==> config.mk <==
export PLATFORM = sky130hd
export DESIGN_NAME = wishbone_bus_if
export DESIGN_NICKNAME = d
export VERILOG_FILES = /design/src/rtl/wishbone_bus_if.sv
export SDC_FILE = /design/constraint.sdc
export NUM_CORES = 1
export LEC_CHECK = 0
export BUFFER_PORTS_ARGS = -buffer_cell sky130_fd_sc_hd__buf_2
export CAP_MARGIN = 0
export CORE_UTILIZATION = 53
export CTS_CLUSTER_SIZE = 24
export DETAILED_ROUTE_END_ITERATION = 7
export PLACE_DENSITY = 0.9
export SYNTH_ARGS = -nofsm -noshare
export SYNTH_HDL_FRONTEND = slang
export SYNTH_SLANG_ARGS = --single-unit
==> constraint.sdc <==
create_clock -name clk -period 5.8 [get_ports clk]
set_input_delay 0.58 -clock clk [delete_from_list [all_inputs] [get_ports clk]]
set_output_delay 0.58 -clock clk [all_outputs]
set_load 0.05 [all_outputs]
==> src/rtl/wishbone_bus_if.sv <==
// Bridges one CPU-side memory port onto a Wishbone B3 classic single-transfer master.
// Holds the pipeline via stallreq_o until ack, flush or watchdog timeout ends the transfer.
module wishbone_bus_if #(
    parameter int ADDR_W  = 32,
    parameter int DATA_W  = 32,
    parameter int TIMEOUT = 255
) (
    input  logic                  clk,
    input  logic                  rst,
    input  logic [5:0]            stall_i,
    input  logic                  flush_i,
    input  logic                  cpu_ce_i,
    input  logic [ADDR_W-1:0]     cpu_addr_i,
    input  logic [DATA_W-1:0]     cpu_data_i,
    input  logic                  cpu_we_i,
    input  logic [DATA_W/8-1:0]   cpu_sel_i,
    output logic [DATA_W-1:0]     cpu_data_o,
    output logic                  stallreq_o,
    output logic                  bus_err_o,
    input  logic [DATA_W-1:0]     wishbone_data_i,
    input  logic                  wishbone_ack_i,
    output logic [ADDR_W-1:0]     wishbone_addr_o,
    output logic [DATA_W-1:0]     wishbone_data_o,
    output logic                  wishbone_we_o,
    output logic [DATA_W/8-1:0]   wishbone_sel_o,
    output logic                  wishbone_stb_o,
    output logic                  wishbone_cyc_o,
    output logic [1:0]            dbg_state
);

    localparam int SEL_W = DATA_W / 8;
    localparam int CNT_W = (TIMEOUT > 1) ? $clog2(TIMEOUT) : 1;
    localparam logic [CNT_W-1:0] TO_LAST = (TIMEOUT == 0) ? {CNT_W{1'b0}} : CNT_W'(TIMEOUT - 1);

    typedef enum logic [1:0] {
        IDLE       = 2'd0,
        BUSY       = 2'd1,
        WAIT_STALL = 2'd2
    } state_t;

    state_t             state;
    state_t             state_nxt;
    logic               cyc_q;
    logic [DATA_W-1:0]  rd_buf;
    logic [CNT_W-1:0]   count;
    logic               timeout_hit;
    logic               stall_any;
    logic               start;

    assign timeout_hit = (TIMEOUT != 0) && (count == TO_LAST);
    assign stall_any   = |stall_i;
    assign start       = cpu_ce_i && !flush_i;

    // stb and cyc come from one flop so they can never disagree.
    assign wishbone_stb_o = cyc_q;
    assign wishbone_cyc_o = cyc_q;
    assign dbg_state      = state;

    always_ff @(posedge clk or negedge rst) begin
        if (!rst) begin
            state <= IDLE;
        end else begin
            state <= state_nxt;
        end
    end

    always_comb begin
        state_nxt = state;
        case (state)
            IDLE: begin
                if (start) begin
                    state_nxt = BUSY;
                end
            end
            BUSY: begin
                if (flush_i) begin
                    state_nxt = IDLE;
                end else if (wishbone_ack_i || timeout_hit) begin
                    state_nxt = stall_any ? WAIT_STALL : IDLE;
                end
            end
            WAIT_STALL: begin
                if (!stall_any || flush_i) begin
                    state_nxt = IDLE;
                end
            end
            default: state_nxt = IDLE;
        endcase
    end

    always_comb begin
        stallreq_o = 1'b0;
        cpu_data_o = '0;
        case (state)
            IDLE: begin
                stallreq_o = cpu_ce_i & ~flush_i;
            end
            BUSY: begin
                if (!flush_i && wishbone_ack_i) begin
                    cpu_data_o = wishbone_we_o ? '0 : wishbone_data_i;
                end else if (!flush_i && timeout_hit) begin
                    stallreq_o = 1'b0;
                end else begin
                    stallreq_o = ~flush_i;
                end
            end
            WAIT_STALL: begin
                cpu_data_o = rd_buf;
            end
            default: ;
        endcase
    end

    // Bus-side registers, read buffer, watchdog and error pulse.
    always_ff @(posedge clk or negedge rst) begin
        if (!rst) begin
            cyc_q           <= 1'b0;
            wishbone_addr_o <= '0;
            wishbone_data_o <= '0;
            wishbone_we_o   <= 1'b0;
            wishbone_sel_o  <= '0;
            rd_buf          <= '0;
            count           <= '0;
            bus_err_o       <= 1'b0;
        end else begin
            bus_err_o <= 1'b0;
            case (state)
                IDLE: begin
                    if (start) begin
                        cyc_q           <= 1'b1;
                        wishbone_addr_o <= cpu_addr_i;
                        wishbone_data_o <= cpu_data_i;
                        wishbone_we_o   <= cpu_we_i;
                        wishbone_sel_o  <= cpu_sel_i;
                        count           <= '0;
                    end
                end
                BUSY: begin
                    if (flush_i || wishbone_ack_i || timeout_hit) begin
                        cyc_q           <= 1'b0;
                        wishbone_addr_o <= '0;
                        wishbone_data_o <= '0;
                        wishbone_we_o   <= 1'b0;
                        wishbone_sel_o  <= {SEL_W{1'b0}};
                    end
                    if (flush_i) begin
                        rd_buf <= '0;
                    end else if (wishbone_ack_i) begin
                        if (!wishbone_we_o) begin
                            rd_buf <= wishbone_data_i;
                        end
                    end else if (timeout_hit) begin
                        rd_buf    <= '0;
                        bus_err_o <= 1'b1;
                    end else if (count != {CNT_W{1'b1}}) begin
                        count <= count + CNT_W'(1);
                    end
                end
                WAIT_STALL: begin
                    if (flush_i) begin
                        rd_buf <= '0;
                    end
                end
                default: ;
            endcase
        end
    end

endmodule

==> results of run 1 <==
[layer usage]
layer	up-vias	global-route usage [%]	wire (um)	part of all wire, %
met5	-	0	0	0
met4	0	13.39	501	3.2
met3	43	6.499	1182	7.6
met2	271	46.31	7622	49
met1	2612	34.32	6315	40
li1	2581	-	-	-
[sequential cells by signal, summed over array words and instances, names as in the netlist]
register / count
rd_buf: 32
wishbone_sel_o: 4
wishbone_we_o: 1
wishbone_data_o: 32
count: 8
bus_err_o: 1
wishbone_cyc_o: 1
dbg_state: 2
wishbone_addr_o: 32
[cell type report]
type	count	share of cell area [%]
flip-flops and latches	113	38.50
clock inverters	6	0.8177
multi-input cells	374	32.84
clock buffers	24	6.133
well taps	136	2.317
repair buffers	224	15.50
inverters	76	3.884
[per-stage QoR]
step / hold WS [ps] / total power [mW] / instances / instance area, um2 / setup slack (ps)
global route: 150.7 / 4.761 / 953 / 7345 / 1523
floorplan: 284.4 / 3.044 / 626 / 5743 / 2660
finish: 98.65 / 4.525 / 953 / 7345 / 1745
global placement: 488.2 / 3.517 / 923 / 6834 / 2360
detailed placement: 492.3 / 3.606 / 923 / 6834 / 2284
CTS: 121.8 / 4.533 / 953 / 7345 / 1723
[kinds of logic after synthesis]
group | share of synthesized area (%)
buffers and inverters | 9.608
adder cells (fa/ha/maj) | 1.089
AND/OR/NAND/NOR | 10.24
flip-flops | 49.24
AO/OA/AOI/OAI | 29.83
[cells in the mapped netlist, types with 2 or more instances]
library cell,number
nand2b_1,4
clkbuf_1,55
nor2_1,3
dfrtp_1,113
a31oi_1,3
a22oi_1,32
o211ai_1,4
o22ai_1,2
nand3b_1,2
a211oi_1,2
inv_1,76
buf_2,3
nand2_1,42
a21oi_1,5
buf_6,3
nand3_1,7
ha_1,5
nor2b_1,32
or4b_2,4
o31ai_1,101
o21ai_0,106
nor4_1,2
[how the worst max path moves through the flow]
stage | start | endpoint | slack, ps | depth (start not counted)
2_1_floorplan | dbg_state[1] | cpu_data_o[0] | 2660 | 8
3_3_place_gp | dbg_state[1] | stallreq_o | 2360 | 5
3_5_place_dp | dbg_state[1] | stallreq_o | 2280 | 5
4_1_cts | dbg_state[1] | stallreq_o | 1720 | 5
5_1_grt | dbg_state[1] | stallreq_o | 1520 | 5
6_report | dbg_state[1] | stallreq_o | 1740 | 5
[power by group]
| part | switching [mW] | internal [mW] |
|---|---|---|
| clock | 0.337 | 0.571 |
| combinational | 1.74 | 0.570 |
| sequential | 0.183 | 1.12 |
| total | 2.26 | 2.26 |
==> metrics.txt, run 1 <==
cts hold-fix bufs 0; clk sinks 113; final worst path period need 4055 ps; # setup viols final 0; RSZ-0062 raised after global routing no; first-pass GRT wire length 24,780 um; CTS max path bufs 2; TNS Setup 0 ps; Routed wire per std cell 16.39 um; Fmax achieved 0.2466 GHz; RR Endpoint count[2]; Mean Syn Cell Area just over 9 um2; ys async rst share 100.0%; mapped cell area 5743 um2; GP Congestion 0.8094; clk_lat worst skew 510 ps; critical path's largest stage delay 1160 ps; CP top delay family compound AO/OA/AOI/OAI gates; FF-to-FF Start dbg_state[1]; Worst EP required between 5000 and 6000 ps; warnings from Yosys 0; DRT Pass-1 Iters 6; root buf cell clkbuf_8; TritonCTS clock tree built; Post-Syn Nets 743; critical path class reg2out; CP endpoint kind output port; antenna violations before repair 0; ANT nets after route 0; grt ovf 0; area of the multi-input gates 2412 um2; core area roughly 10,000 um2; most frequent cells in the layout buf_2 (217), dfrtp_1 (113), o21ai_0 (106); register area 2828 um2; final slew viol count 0; top post-synthesis cells by area dfrtp_1 (49%), o31ai_1 (13%), o21ai_0 (9.2%), inv_1 (5.0%), a22oi_1 (4.2%); Die Y around 110 um; Clock transition at path regs 50 ps; H-tree Lvls 4; Die X 106.1 um; final WL 15,620 um; Worst Tran Pin Value 1192 ps; final hold vios 0; area leader, netlist dfrtp_1; Via density 5.779; Hold WC Path Type in2async; # IOs 219; Area Growth Syn to Fin 27.89%; CTS buffer count 17; # diodes 0; share of layout cells above drive strength 1 31.82%; Max IR drop VDD roughly 490 uV; CP Launch Type flip-flop; Post-CTS Setup Inserts 0; Power Dens Cells 616.1 nW/um2; post-CTS sizing 0; #FFs+latches synth 113; max cap viols 0; outcome finished clean; Leak 3.657 nW; pin count of the biggest net entering global routing 140; final period utilization 69.92%; CP Data Arrival Time 3480 ps; Post-DP HPWL 10,240 um; sequential share of the synthesized area between 40% and 50%; top cell type's share of synthesized area 49.24%; via count 5,507; Iter 0 DRT Violations 466; cells on worst reg2reg path 7; die area 11,260 um2; critical path fanouts, max about 140; crit-path cells inv_1, ha_4, o311a_4, nand2b_1, buf_2; CP bufs+invs 2; Port Buffers 218; top_reg_cell synth dfrtp_1; count of cell types in the netlist 42; slew margin rel. 20.52%; final design utilization a little over 70%; post-synthesis cell count 626; slowest CP cell o311a_4; commonest non-fill, non-tap cell in the layout buf_2; GRT Total Usage between 20 and 30%; Std-Cell Rows 37; flop2flop setup slack 2570 ps; detailed-route DRC error count 0; vias in the first global route 5,202; Post-synth EDFFs 0; number of fill cells in the layout 785; starting density of the core a little under three fifths; number of nets in the layout 923; Setup Skew 6.168 ps
Note: power is estimated with default switching activity, not from simulation.
==> inputs of run 2 (changes only) <==
CORE_UTILIZATION = 50   (was 53)
PLACE_DENSITY = 0.85   (was 0.9)
clock period = 3.95 ns   (was 5.8 ns; I/O delays follow)
==> run 2 against run 1 <==
  * Global-route usage fell by 2.0 points
  * Worst setup slack got worse by 700 ps
  * Critical path depth increased by 2
  * Clock power is 49% higher
  * Total power is 47% higher
  * Register-to-register slack worse by 1300 ps
  * Non-clock buffer count up 2
  * Final cell count rose by 0.73%
  * Largest power group unchanged
==> metrics.txt, run 2 (synthesis gave the netlist of run 1 again) <==
TNS Setup 0 ps (unchanged); final slew viol count 0 (unchanged); final design utilization 66.91% (was 70.51%); Iter 0 DRT Violations 567 (was 466); slowest CP cell dfrtp_1 (was o311a_4); critical path's largest stage delay 400 ps (was 1160 ps); Clock transition at path regs 50 ps (about the same); final hold vios 0 (unchanged); Post-CTS Setup Inserts 0 (unchanged); worst setup path startpoint dbg_state[1] (unchanged); Die Y 109.2 um (was 106.1 um); CP Data Arrival Time 2510 ps (was 3480 ps); max cap viols 0 (unchanged); share of layout cells above drive strength 1 32.36% (was 31.82%); clk sinks 113 (unchanged); critical path fanouts, max 32 (was 139); Met2 Wirelength 7589 um (was 7622 um); H-tree Lvls 4 (unchanged); non-filler instance count after layout 960 (was 953); core area 11,030 um2 (was 10,420 um2); starting density of the core 52.06% (was 55.14%); crit-path cells inv_1, ha_4, nor4bb_4, buf_4, a22oi_1, nor2b_1, buf_2 (was inv_1, ha_4, o311a_4, nand2b_1, buf_2); vias in the first global route 5,159 (was 5,202); Post-DP HPWL 10,160 um (was 10,240 um); TritonCTS clock tree built (unchanged); flop2flop setup slack 1240 ps (was 2570 ps); area of the multi-input gates 2412 um2 (unchanged); first-pass GRT wire length 24,210 um (was 24,780 um); FF-to-FF Start dbg_state[1] (unchanged); Worst EP required 3560 ps (was 5220 ps); GRT Total Usage 25.92% (was 27.88%); Cell Count Post-Placement 929 (was 923); register area 2828 um2 (unchanged); cts hold-fix bufs 0 (unchanged); CP bufs+invs 3 (was 2); most frequent cells in the layout buf_2 (217), dfrtp_1 (113), o21ai_0 (106) (unchanged); biggest registers after layout rd_buf: 32 flops, wishbone_addr_o: 32 flops, wishbone_data_o: 32 flops (unchanged); CP top delay family buffers and inverters (was compound AO/OA/AOI/OAI gates); # IOs 219 (unchanged); detailed-route DRC error count 0 (unchanged); Max IR drop VDD 574.0 uV (was 485.0 uV); Crit path depth 7 (was 5); antenna violations before repair 1 (was 0); slew margin rel. 30.52% (was 20.52%); combinational power share 50.9% (was 51.1%); sequential share of power 28.7% (was 28.8%); CTS max path bufs 2 (unchanged); Power Dens Cells 899.7 nW/um2 (was 616.1 nW/um2); met3 WL 1169 um (was 1182 um); number of fill cells in the layout 879 (was 785); Worst Slack Setup Final 1045 ps (was 1745 ps); RR Endpoint wishbone_addr_o[1] (was count[2]); die area 11,920 um2 (was 11,260 um2); RSZ-0062 raised after global routing no (unchanged); outcome finished clean (unchanged); final period utilization around 74%; DR top layer met4 (unchanged); Clock Power Share 20.4% (was 20.1%); post-CTS sizing 0 (unchanged); Fmax achieved 0.3442 GHz; cells on worst reg2reg path 7 (unchanged); root buf cell clkbuf_16 (was clkbuf_8); # setup viols final 0 (unchanged); Routed wire per std cell 15.95 um (was 16.39 um); end point of the critical path cpu_data_o[10] (was stallreq_o); pin count of the biggest net entering global routing 91 (was 140); CP Launch Type flip-flop (unchanged); Port Buffers 218 (unchanged); Worst Tran Pin Value 1042 ps (was 1192 ps); clk_lat worst skew 400 ps (was 510 ps); commonest non-fill, non-tap cell in the layout buf_2 (unchanged); switch share 49.70% (was 50.00%); Via density 5.716 (was 5.779); Die X 109.2 um (was 106.1 um); CTS buffer count 17 (unchanged); met1 WL 6331 um (was 6315 um); DRT Pass-1 Iters 7 (was 6); ANT nets after route 0 (unchanged); Setup Skew 7.904 ps (was 6.168 ps); Std-Cell Rows 38 (was 37); Hold WC Path Type in2async (unchanged); Internal Power 3.340 mW (was 2.263 mW); final worst path period need a little under 3000 ps; NetSw 3.300 mW (was 2.262 mW); Leak 3.684 nW (was 3.657 nW); via count 5,487 (was 5,507); CP endpoint kind output port (unchanged); WHS 171.5 ps (was 98.65 ps); critical path class reg2out (unchanged); Area Growth Syn to Fin 28.52% (was 27.89%); pre-CTS setup slack 1272 ps (was 2284 ps); GP Congestion 0.7837 (was 0.8094); final WL 15,310 um (was 15,620 um); grt ovf 0 (unchanged); number of nets in the layout 925 (was 923)
run 2: cell count changes in the layout (fill, tap and decap cells not counted):
| cell | before | now |
|---|---|---|
| clkbuf_1 | 6 | 3 |
| buf_4 | 7 | 9 |
| clkbuf_8 | 2 | 4 |
| clkinv_2 | 3 | 5 |
| bufinv_16 | 1 | 0 |
| clkbuf_16 | 16 | 17 |
| clkinvlp_4 | 2 | 1 |
| diode_2 | 0 | 1 |
run 2: metal layers:
layer	global-route usage [%]	vias to the layer above
met2	41.69	239
met1	33.09	2639
met4	9.524	0
li1	-	2590
met3	7.651	19
met5	0	-
run 2: through the flow:
stage	power, mW	instance area, um2
6_report	6.641	7381
3_5_place_dp	5.291	6854
3_3_place_gp	5.165	6854
2_1_floorplan	4.470	5743
5_1_grt	7.026	7381
4_1_cts	6.667	7378
run 2: worst min path at each step:
stage	startpoint	endpoint	cells past startpoint
2_1_floorplan	rst	bus_err_o	0
3_3_place_gp	wishbone_addr_o[2]	wishbone_addr_o[2]	2
3_5_place_dp	wishbone_addr_o[9]	wishbone_addr_o[9]	2
4_1_cts	rst	rd_buf[29]	1
5_1_grt	cpu_data_i[11]	wishbone_data_o[11]	3
6_report	rst	rd_buf[1]	1
run 2: worst reg2reg max path, delay by kind of cell (launching register included):
family          cells  cell delay, ps
simple gates        2             850
buf+inv             2             760
flops               1             400
fa+ha+maj           1             310
compound gates      2             300
run 2: final cells by class:
class / instances / share of cell area (%)
Multi-Input combinational cell: 374 / 32.68
Clock buffer: 24 / 6.662
Antenna cell: 1 / 0.03390
Timing Repair Buffer: 226 / 15.63
Tap cell: 140 / 2.373
Inverter: 76 / 3.865
Sequential cell: 113 / 38.31
Clock inverter: 6 / 0.4408
run 2: power by group through the flow:
stage	logic [mW]	clock network, mW	registers, mW
CTS	3.39	1.38	1.91
global placement	3.27	0	1.89
detailed placement	3.38	0	1.91
global route	3.63	1.44	1.96
finish	3.38	1.35	1.91
floorplan	1.46	0	3.01
==> inputs of run 3 (changes only) <==
clock period = 3 ns   (was 3.95 ns; I/O delays follow)
==> run 3 against run 2 <==
  * Global-route usage up 1.3 points
  * Final cell count up 0.42%
  * Hold slack worse by 140 ps
  * Critical path depth down 1
  * Utilization up 1.1 points
  * First-iteration DRC count down 13%
  * Sequential power up 32%
  * Critical endpoint is now cpu_data_o[14]
==> metrics.txt, run 3 (synthesis gave the netlist of run 1 again) <==
# setup viols final 0 (unchanged); FF-to-FF Start dbg_state[1] (unchanged); CTS buffer count 17 (unchanged); starting density of the core 52.06% (unchanged); outcome finished clean (unchanged); Area Growth Syn to Fin 30.57% (was 28.52%); Clock Power Share 22.3% (was 20.4%); RSZ-0062 raised after global routing no (unchanged); Cell Count Post-Placement 932 (was 929); # IOs 219 (unchanged); slew margin rel. 35.73% (was 30.52%); max cap viols 0 (unchanged); final design utilization 67.98% (was 66.91%); GP Congestion 0.7988 (was 0.7837); TNS Setup 0 ps (unchanged); number of fill cells in the layout 829 (was 879); Die Y 109.2 um (unchanged); CP bufs+invs 3 (unchanged); Power Total 9.064 mW (was 6.641 mW); sequential share of power 27.8% (was 28.7%); Internal Power 4.658 mW (was 3.340 mW); clk_lat worst skew 420 ps (was 400 ps); Via density 5.700 (was 5.716); Worst EP required 2700 ps (was 3560 ps); biggest registers after layout rd_buf: 32 flops, wishbone_addr_o: 32 flops, wishbone_data_o: 32 flops (unchanged); commonest non-fill, non-tap cell in the layout buf_2 (unchanged); GRT Total Usage 27.22% (was 25.92%); RR Endpoint rd_buf[11] (was wishbone_addr_o[1]); combinational power share 49.9% (was 50.9%); critical path's largest stage delay 430 ps (was 400 ps); flop2flop setup slack 500 ps (was 1240 ps); Leak 3.741 nW (was 3.684 nW); Worst Tran Pin Value 964.1 ps (was 1042 ps); Die X 109.2 um (unchanged); cts hold-fix bufs 0 (unchanged); # diodes 0 (was 1); most frequent cells in the layout buf_2 (217), dfrtp_1 (113), o21ai_0 (106) (unchanged); critical path class reg2out (unchanged); die area 11,920 um2 (unchanged); ANT nets after route 0 (unchanged); Post-DP HPWL 10,580 um (was 10,160 um); number of nets in the layout 928 (was 925); Clock transition at path regs 50 ps (about the same); cells on worst reg2reg path 7 (unchanged); CP Data Arrival Time 2430 ps (was 2510 ps); CP top delay family buffers and inverters (unchanged); final slew viol count 0 (unchanged); switch share 48.61% (was 49.70%); critical path fanouts, max 32 (unchanged); Iter 0 DRT Violations 495 (was 567); core area 11,030 um2 (unchanged); crit-path cells inv_1, ha_1, buf_4, a22oi_1, nor2b_1, buf_2 (was inv_1, ha_4, nor4bb_4, buf_4, a22oi_1, nor2b_1, buf_2); post-CTS sizing 0 (unchanged); CP Launch Type flip-flop (unchanged); detailed-route DRC error count 0 (unchanged); register area 2828 um2 (unchanged); Setup Skew 13.39 ps (was 7.904 ps); CP endpoint kind output port (unchanged); Port Buffers 218 (unchanged); final period utilization approximately nine tenths; NetSw 4.406 mW (was 3.300 mW); via count 5,495 (was 5,487); root buf cell clkbuf_16 (unchanged); final worst path period need 2729 ps; grt ovf 0 (unchanged); first-pass GRT wire length 24,980 um (was 24,210 um); clk sinks 113 (unchanged); Post-CTS Setup Inserts 0 (unchanged); final WL 15,840 um (was 15,310 um); TritonCTS clock tree built (unchanged); Std-Cell Rows 38 (unchanged); pin count of the biggest net entering global routing 117 (was 91); slowest CP cell dfrtp_1 (unchanged); antenna violations before repair 0 (was 1); Fmax achieved approximately 0.37 GHz; CTS max path bufs 2 (unchanged); share of layout cells above drive strength 1 32.52% (was 32.36%); vias in the first global route 5,204 (was 5,159); DRT Pass-1 Iters 6 (was 7); Power Dens Cells 1209 nW/um2 (was 899.7 nW/um2); Routed wire per std cell 16.44 um (was 15.95 um); final hold vios 0 (unchanged); Max IR drop VDD 750.1 uV (was 574.0 uV); H-tree Lvls 4 (unchanged); area of the multi-input gates 2412 um2 (unchanged); Hold WC Path Type in2async (unchanged); non-filler instance count after layout 964 (was 960)
==> run 3: cell types whose count changed in the layout (fill, tap and decap cells not counted), sizes merged <==
cell,delta
buf,+3
bufinv,+2
clkbuf,+4
clkinv,-3
clkinvlp,-1
diode,-1
==> run 3: through the flow <==
| stage | setup WS [ps] | instance area, um2 | hold slack, ps |
|---|---|---|---|
| floorplan | 140.2 | 5743 | 4.409 |
| CTS | 266.8 | 7498 | 78.53 |
| global placement | 702.9 | 6902 | 484.6 |
| detailed placement | 547.1 | 6902 | 492.6 |
| finish | 270.7 | 7498 | 30.95 |
| global route | 137.4 | 7498 | 100.2 |
==> run 3: how the worst max path moves through the flow <==
stage                     slack [ps]         start  cells past startpoint             end
final                            270  dbg_state[0]                      6  cpu_data_o[14]
after global routing             140  dbg_state[1]                      6      stallreq_o
after CTS                        270  dbg_state[1]                      6      stallreq_o
after detailed placement         550  dbg_state[1]                      7      rd_buf[11]
after global placement           700  dbg_state[1]                      7    dbg_state[1]
after floorplan                  140  dbg_state[1]                      8   cpu_data_o[0]
==> run 3: routing by layer <==
metal  vias up  share of wire (%)  global-route usage [%]
met2       262                 49                   45.46
met5         -                  0                       0
met4         0                1.4                   8.667
met3        24                8.6                   9.325
li1       2598                  -                       -
met1      2611                 41                   32.97
==> run 3: power groups by stage <==
stage	sequential, mW	combinational (mW)	clock (mW)
2_1_floorplan	3.96	1.92	0
3_3_place_gp	2.48	4.37	0
3_5_place_dp	2.52	4.53	0
4_1_cts	2.51	4.54	2.04
5_1_grt	2.58	4.86	2.12
6_report	2.52	4.53	2.02
==> run 3: final cells by class <==
cell class              count  area share (%)
multi-input cells         374           32.17
clock buffers              28           7.025
well taps                 140           2.336
flip-flops and latches    113           37.71
clock inverters             4          0.9344
inverters                  76           3.804
repair buffers            229           16.02
